--- src/rtl/calc_pkg.sv ---
// Shared encodings for the sequential calculator: function codes and FSM states.
package calc_pkg;

  localparam logic [1:0] FCT_ADD = 2'b00;
  localparam logic [1:0] FCT_SUB = 2'b01;
  localparam logic [1:0] FCT_MUL = 2'b10;
  localparam logic [1:0] FCT_DIV = 2'b11;

  typedef enum logic [1:0] {
    IDLE,
    EXEC,
    DIV,
    DONE
  } state_t;

endpackage

--- src/rtl/seq_divider.sv ---
// Bit-serial restoring divider: init loads operands, then one quotient bit per cycle for WIDTH cycles.
// last is high during the final step; quotient/remainder are final from the following cycle.
module seq_divider #(
  parameter int WIDTH = 8
) (
  input  logic             clk,
  input  logic             rst_n,
  input  logic             init,
  input  logic [WIDTH-1:0] dividend,
  input  logic [WIDTH-1:0] divisor,
  output logic [WIDTH-1:0] quotient,
  output logic [WIDTH-1:0] remainder,
  output logic             last
);

  localparam int CW = $clog2(WIDTH);

  logic [WIDTH-1:0] quo_r;
  logic [WIDTH-1:0] dsr_r;
  logic [WIDTH:0]   rem_r;
  logic [CW-1:0]    cnt;
  logic             active;
  logic [WIDTH:0]   shifted;
  logic [WIDTH:0]   trial;

  // Trial subtraction; a borrow out (msb set) means restore the shifted value.
  assign shifted = {rem_r[WIDTH-1:0], quo_r[WIDTH-1]};
  assign trial   = shifted - {1'b0, dsr_r};

  always_ff @(posedge clk or negedge rst_n) begin
    if (!rst_n) begin
      quo_r  <= '0;
      dsr_r  <= '0;
      rem_r  <= '0;
      cnt    <= '0;
      active <= 1'b0;
    end else if (init) begin
      quo_r  <= dividend;
      dsr_r  <= divisor;
      rem_r  <= '0;
      cnt    <= CW'(WIDTH - 1);
      active <= 1'b1;
    end else if (active) begin
      quo_r <= {quo_r[WIDTH-2:0], ~trial[WIDTH]};
      rem_r <= trial[WIDTH] ? shifted : trial;
      if (cnt == '0) active <= 1'b0;
      else           cnt    <= cnt - 1'b1;
    end
  end

  assign quotient  = quo_r;
  assign remainder = rem_r[WIDTH-1:0];
  assign last      = active && (cnt == '0);

endmodule

--- src/rtl/seq_calculator.sv ---
// Multi-cycle add/sub/mul/div unit with registered results and a one-cycle done pulse.
// Define CALC_SIGNED_EN for two's-complement operands (signed mul, truncating div).
module seq_calculator
  import calc_pkg::*;
#(
  parameter int WIDTH = 8
) (
  input  logic               clock_i,
  input  logic               reset_i,
  input  logic               start_i,
  input  logic [WIDTH-1:0]   a_i,
  input  logic [WIDTH-1:0]   b_i,
  input  logic [1:0]         fct_i,
  output logic               busy_o,
  output logic [2*WIDTH-1:0] res_o,
  output logic [2*WIDTH-1:0] rem_o,
  output logic               done_o,
  output logic               div0_o
);

  localparam int RW = 2 * WIDTH;

  state_t           state, state_nxt;
  logic [WIDTH-1:0] a_q, b_q;
  logic [1:0]       fct_q;
  logic [RW-1:0]    alu_q;
  logic             div0_q;
  logic [RW-1:0]    a_x, b_x;
  logic [WIDTH-1:0] dvd_mag, dsr_mag, div_quo, div_rem;
  logic [RW-1:0]    quo_ext, rem_ext, quo_fix, rem_fix;
  logic             div_init, div_last;

  assign div_init = (state == EXEC) && (fct_q == FCT_DIV) && (b_q != '0);
  assign quo_ext  = {{WIDTH{1'b0}}, div_quo};
  assign rem_ext  = {{WIDTH{1'b0}}, div_rem};

`ifdef CALC_SIGNED_EN
  // Divider sees magnitudes; signs are restored when the result is written out.
  assign a_x     = {{WIDTH{a_q[WIDTH-1]}}, a_q};
  assign b_x     = {{WIDTH{b_q[WIDTH-1]}}, b_q};
  assign dvd_mag = a_q[WIDTH-1] ? -a_q : a_q;
  assign dsr_mag = b_q[WIDTH-1] ? -b_q : b_q;
  assign quo_fix = (a_q[WIDTH-1] ^ b_q[WIDTH-1]) ? -quo_ext : quo_ext;
  assign rem_fix = a_q[WIDTH-1] ? -rem_ext : rem_ext;
`else
  assign a_x     = {{WIDTH{1'b0}}, a_q};
  assign b_x     = {{WIDTH{1'b0}}, b_q};
  assign dvd_mag = a_q;
  assign dsr_mag = b_q;
  assign quo_fix = quo_ext;
  assign rem_fix = rem_ext;
`endif

  seq_divider #(.WIDTH(WIDTH)) u_div (
    .clk      (clock_i),
    .rst_n    (reset_i),
    .init     (div_init),
    .dividend (dvd_mag),
    .divisor  (dsr_mag),
    .quotient (div_quo),
    .remainder(div_rem),
    .last     (div_last)
  );

  always_ff @(posedge clock_i or negedge reset_i) begin
    if (!reset_i) state <= IDLE;
    else          state <= state_nxt;
  end

  always_comb begin
    state_nxt = state;
    case (state)
      IDLE:    if (start_i) state_nxt = EXEC;
      EXEC:    state_nxt = div_init ? DIV : DONE;
      DIV:     if (div_last) state_nxt = DONE;
      DONE:    state_nxt = IDLE;
      default: state_nxt = IDLE;
    endcase
  end

  assign busy_o = (state != IDLE);

  always_ff @(posedge clock_i or negedge reset_i) begin
    if (!reset_i) begin
      a_q    <= '0;
      b_q    <= '0;
      fct_q  <= '0;
      alu_q  <= '0;
      div0_q <= 1'b0;
      res_o  <= '0;
      rem_o  <= '0;
      div0_o <= 1'b0;
      done_o <= 1'b0;
    end else begin
      done_o <= (state == DONE);
      if (state == IDLE && start_i) begin
        a_q   <= a_i;
        b_q   <= b_i;
        fct_q <= fct_i;
      end
      if (state == EXEC) begin
        div0_q <= (fct_q == FCT_DIV) && (b_q == '0);
        case (fct_q)
          FCT_ADD: alu_q <= a_x + b_x;
          FCT_SUB: alu_q <= a_x - b_x;
          FCT_MUL: alu_q <= a_x * b_x;
          default: alu_q <= '0;
        endcase
      end
      if (state == DONE) begin
        res_o  <= (fct_q == FCT_DIV && !div0_q) ? quo_fix : alu_q;
        rem_o  <= (fct_q == FCT_DIV && !div0_q) ? rem_fix : '0;
        div0_o <= div0_q;
      end
    end
  end

endmodule

--- config.mk ---
export PLATFORM = sky130hd
export DESIGN_NAME = seq_calculator
export DESIGN_NICKNAME = d
export VERILOG_FILES = /design/src/rtl/calc_pkg.sv /design/src/rtl/seq_divider.sv /design/src/rtl/seq_calculator.sv
export SDC_FILE = /design/constraint.sdc
export NUM_CORES = 1
export LEC_CHECK = 0
export ABC_AREA = 1
export BUFFER_PORTS_ARGS = -buffer_cell sky130_fd_sc_hd__clkbuf_2
export CAP_MARGIN = 30
export CORE_UTILIZATION = 35
export DETAILED_ROUTE_END_ITERATION = 12
export GPL_TIMING_DRIVEN = 0
export PLACE_DENSITY = 0.5
export RECOVER_POWER = 100
export SETUP_SLACK_MARGIN = 0.3
export SYNTH_ARGS = -nofsm -noshare
export SYNTH_HDL_FRONTEND = slang
export SYNTH_HIERARCHICAL = 1
export SYNTH_SLANG_ARGS = --single-unit
--- constraint.sdc ---
create_clock -name clock_i -period 4.4 [get_ports clock_i]
set_input_delay 0.22 -clock clock_i [delete_from_list [all_inputs] [get_ports clock_i]]
set_output_delay 0.22 -clock clock_i [all_outputs]
set_load 0.01 [all_outputs]
==> flow_summary.json <==
{
  "status": "complete, but fails checks",
  "violations": "max-capacitance violations, max-slew violations",
  "clock_path_buffers": 2,
  "clock_skew_ns": 0.00984,
  "worst_slack_ns": 0.368,
  "place.gp.congestion": 0.846,
  "layout-drive-gt1-share": 0.179,
  "hold-worst-slack_ns": 0.116,
  "syn_area_um2": 7680,
  "hold_buffers": 0,
  "dieArea_um2": 22500,
  "drt_iter0_markers": 304,
  "endpoint_kind": "flip-flop",
  "cts_tree": "yes",
  "num_rows": 53,
  "n_antenna_cell": 0,
  "synth_seq_cells": 91,
  "syn2layout_area_growth_pct": 18.1,
  "startpoint_type": "flip-flop",
  "setup_viol": 0,
  "rsz0062_at_grt": "true",
  "critical_path_class": "flip-flop to flip-flop",
  "initial_utilization": 0.361,
  "synth-main-ff-cell": "dfrtp_1",
  "async_reset_ff_frac": 1.00,
  "slew_viol_final": 59,
  "antenna_found_initial": 0,
  "post_drt_wl_per_cell_um": 14.6,
  "arrival_ns": 4.27,
  "fp.dieH_um": 150,
  "finalWirelength_um": 20200,
  "synth_top_area_share": 0.296,
  "nNetsFinal": 1233,
  "power.density_nw_per_um2": 181,
  "portBuffers": 47,
  "clock-root-buffer": "clkbuf_16",
  "synthCells": 1017,
  "ir_drop_v": 0.000168,
  "post-route-period-util": 0.916,
  "grt_overflow_total": 0,
  "die_x_um": 150,
  "htree_levels": 3,
  "cellLeakagePower_nw": 5.09,
  "drc_errors": 0,
  "maxCapViolCount": 1,
  "clk-insertion-delay-late_ns": 0.34,
  "io_pins": 56,
  "via_per_inst": 4.71,
  "max_freq_mhz": 248,
  "worst_pin_slew_ns": 3.23,
  "yosysWarnings": 6,
  "synth_edf_count": 0,
  "pre_cts_slack_ns": -0.220,
  "grt_max_degree": 60,
  "cp_max_fo": 8,
  "syn_area_per_cell_um2": 7.55,
  "ys_types": 46,
  "synth.area.top_cells": "dfrtp_1 30%, nand2_1 15%, ha_1 11%",
  "grt_pass1_wl_um": 32800,
  "first_pass_iters": 5,
  "period_minus_slack_ns": 4.03,
  "cts.clk_slew.worst_paths_ns": 0.07,
  "vias": 6524,
  "slew_headroom": -1.15,
  "clkSinkCount": 91,
  "ant_nets": 0,
  "grt_usage": 0.190,
  "grt_pass1_vias": 6352,
  "cts_buffers": 9,
  "worstPathRequired_ns": 4.64,
  "seq_area_frac_synth": 0.296,
  "finish.utilization": 0.426,
  "tns_ns": 0,
  "core_area_um2": 21300,
  "hold_viol_final": 0,
  "dp_hpwl_um": 16000,
  "worstHoldPathType": "input pin to flip-flop",
  "yosysTopAreaCell": "dfrtp_1"
}
metal layers:
layer | up-vias | track usage | part of all wire
met5 | - | 0 | 0
met1 | 3109 | 0.257 | 0.48
met3 | 15 | 0.0167 | 0.026
li1 | 3305 | - | -
met2 | 95 | 0.328 | 0.48
met4 | 0 | 0.0424 | 0.011
per-stage QoR:
stage / area [um2] / power [mW] / instances
6_report: 9070 / 1.65 / 1386
5_1_grt: 9070 / 1.70 / 1386
4_1_cts: 8850 / 1.66 / 1374
3_5_place_dp: 8310 / 0.892 / 1347
3_3_place_gp: 8290 / 0.890 / 1346
2_1_floorplan: 7710 / 0.861 / 1024
report_power, final:
group	internal (mW)	total (mW)	switching, mW
Sequential	0.836	0.836	0
Combinational	0.0128	0.0378	0.0250
Clock	0.411	0.772	0.361
Total	1.26	1.65	0.386
state kept, by name, summed over array words and instances, names as in the netlist:
name / count
u_div/dsr_r: 8
done_o: 1
alu_q: 16
u_div/cnt: 3
a_q: 8
u_div/active: 1
state: 2
u_div/quotient: 8
b_q: 8
div0_q: 1
rem_o: 8
div0_o: 1
res_o: 16
u_div/rem_r: 8
fct_q: 2
cells in the final DEF, fill, tap and decap left out, types with 6 or more instances in the layout:
cell type / instances
nand2_1: 285
inv_1: 175
dfrtp_1: 88
nand3_1: 60
ha_1: 57
nor2_1: 49
clkbuf_1: 43
o21ai_0: 39
fa_1: 36
buf_4: 33
nand2_2: 28
a21oi_1: 21
clkbuf_2: 19
inv_2: 17
nand3_2: 13
buf_6: 9
nand4_1: 9
nand2_4: 9
clkbuf_16: 9
mux2_2: 8
a32o_1: 8
conb_1: 8
o221ai_1: 7
nor2_4: 6
nand3b_1: 6
ha_4: 6
final timing paths:
check	from	endpoint	slack [ns]	cells past startpoint
setup / recovery	a_q[3]	alu_q[15]	0.37	19
hold / removal	a_i[4]	a_q[4]	0.12	2
setup reg to reg	a_q[3]	alu_q[15]	0.37	19
hold reg to reg	alu_q[4]	alu_q[4]	0.48	2
max in group asynchronous	reset_i	alu_q[8]	1.62	1
min in group asynchronous	reset_i	rem_o[6]	0.93	1
synth_stat cells (all sizes together) (2+ instances only):
cell type and n:
dfrtp 91, nor2 59, inv 192, nand2 322, nand4 9, nand3b 6, a21oi 24, o221ai 7
a32o 8, buf 26, xor2 4, clkbuf 16, clkinv 3, o21ai 46, mux2 8, a21o 3
nand3 75, or2 2, fa 39, ha 67
critical path, cell delays in order (launching register included):
cell,delay [ns]
dfrtp_2,0.42
buf_8,0.14
nand2_1,0.06
inv_1,0.05
fa_2,0.39
fa_1,0.53
inv_1,0.05
fa_1,0.49
fa_1,0.55
inv_1,0.07
ha_4,0.31
nand3_2,0.07
nand3_1,0.19
nand3_1,0.15
nand3_2,0.10
nand2_1,0.06
nand3_2,0.09
nand2_2,0.06
nand2_2,0.09
nand2_1,0.05
kinds of logic after synthesis:
| family | synth area share |
|---|---|
| AND/OR/NAND/NOR | 0.269 |
| buffers and inverters | 0.125 |
| adder cells (fa/ha/maj) | 0.211 |
| AO/OA/AOI/OAI | 0.0809 |
| flip-flops | 0.296 |
| multiplexers | 0.0117 |
| XOR/XNOR | 0.00570 |
| other | 0.000488 |
layout make-up:
cell class | count | area [um2]
buffer | 42 | 322
clock buffer | 10 | 239
clock inverter | 6 | 55.1
fill | 2223 | 12200
inverter | 195 | 733
multi-input combinational | 696 | 4700
sequential | 91 | 2280
tap | 275 | 344
timing repair buffer | 71 | 397
repair_timing:
| action | in CTS | in global routing |
|---|---|---|
| pin swaps | 3 | 34 |
| resized for setup | 48 | 69 |
| setup endpoints to repair | 9 | 10 |
| setup buffers | 11 | 12 |
(Power assumes the default switching activity.)
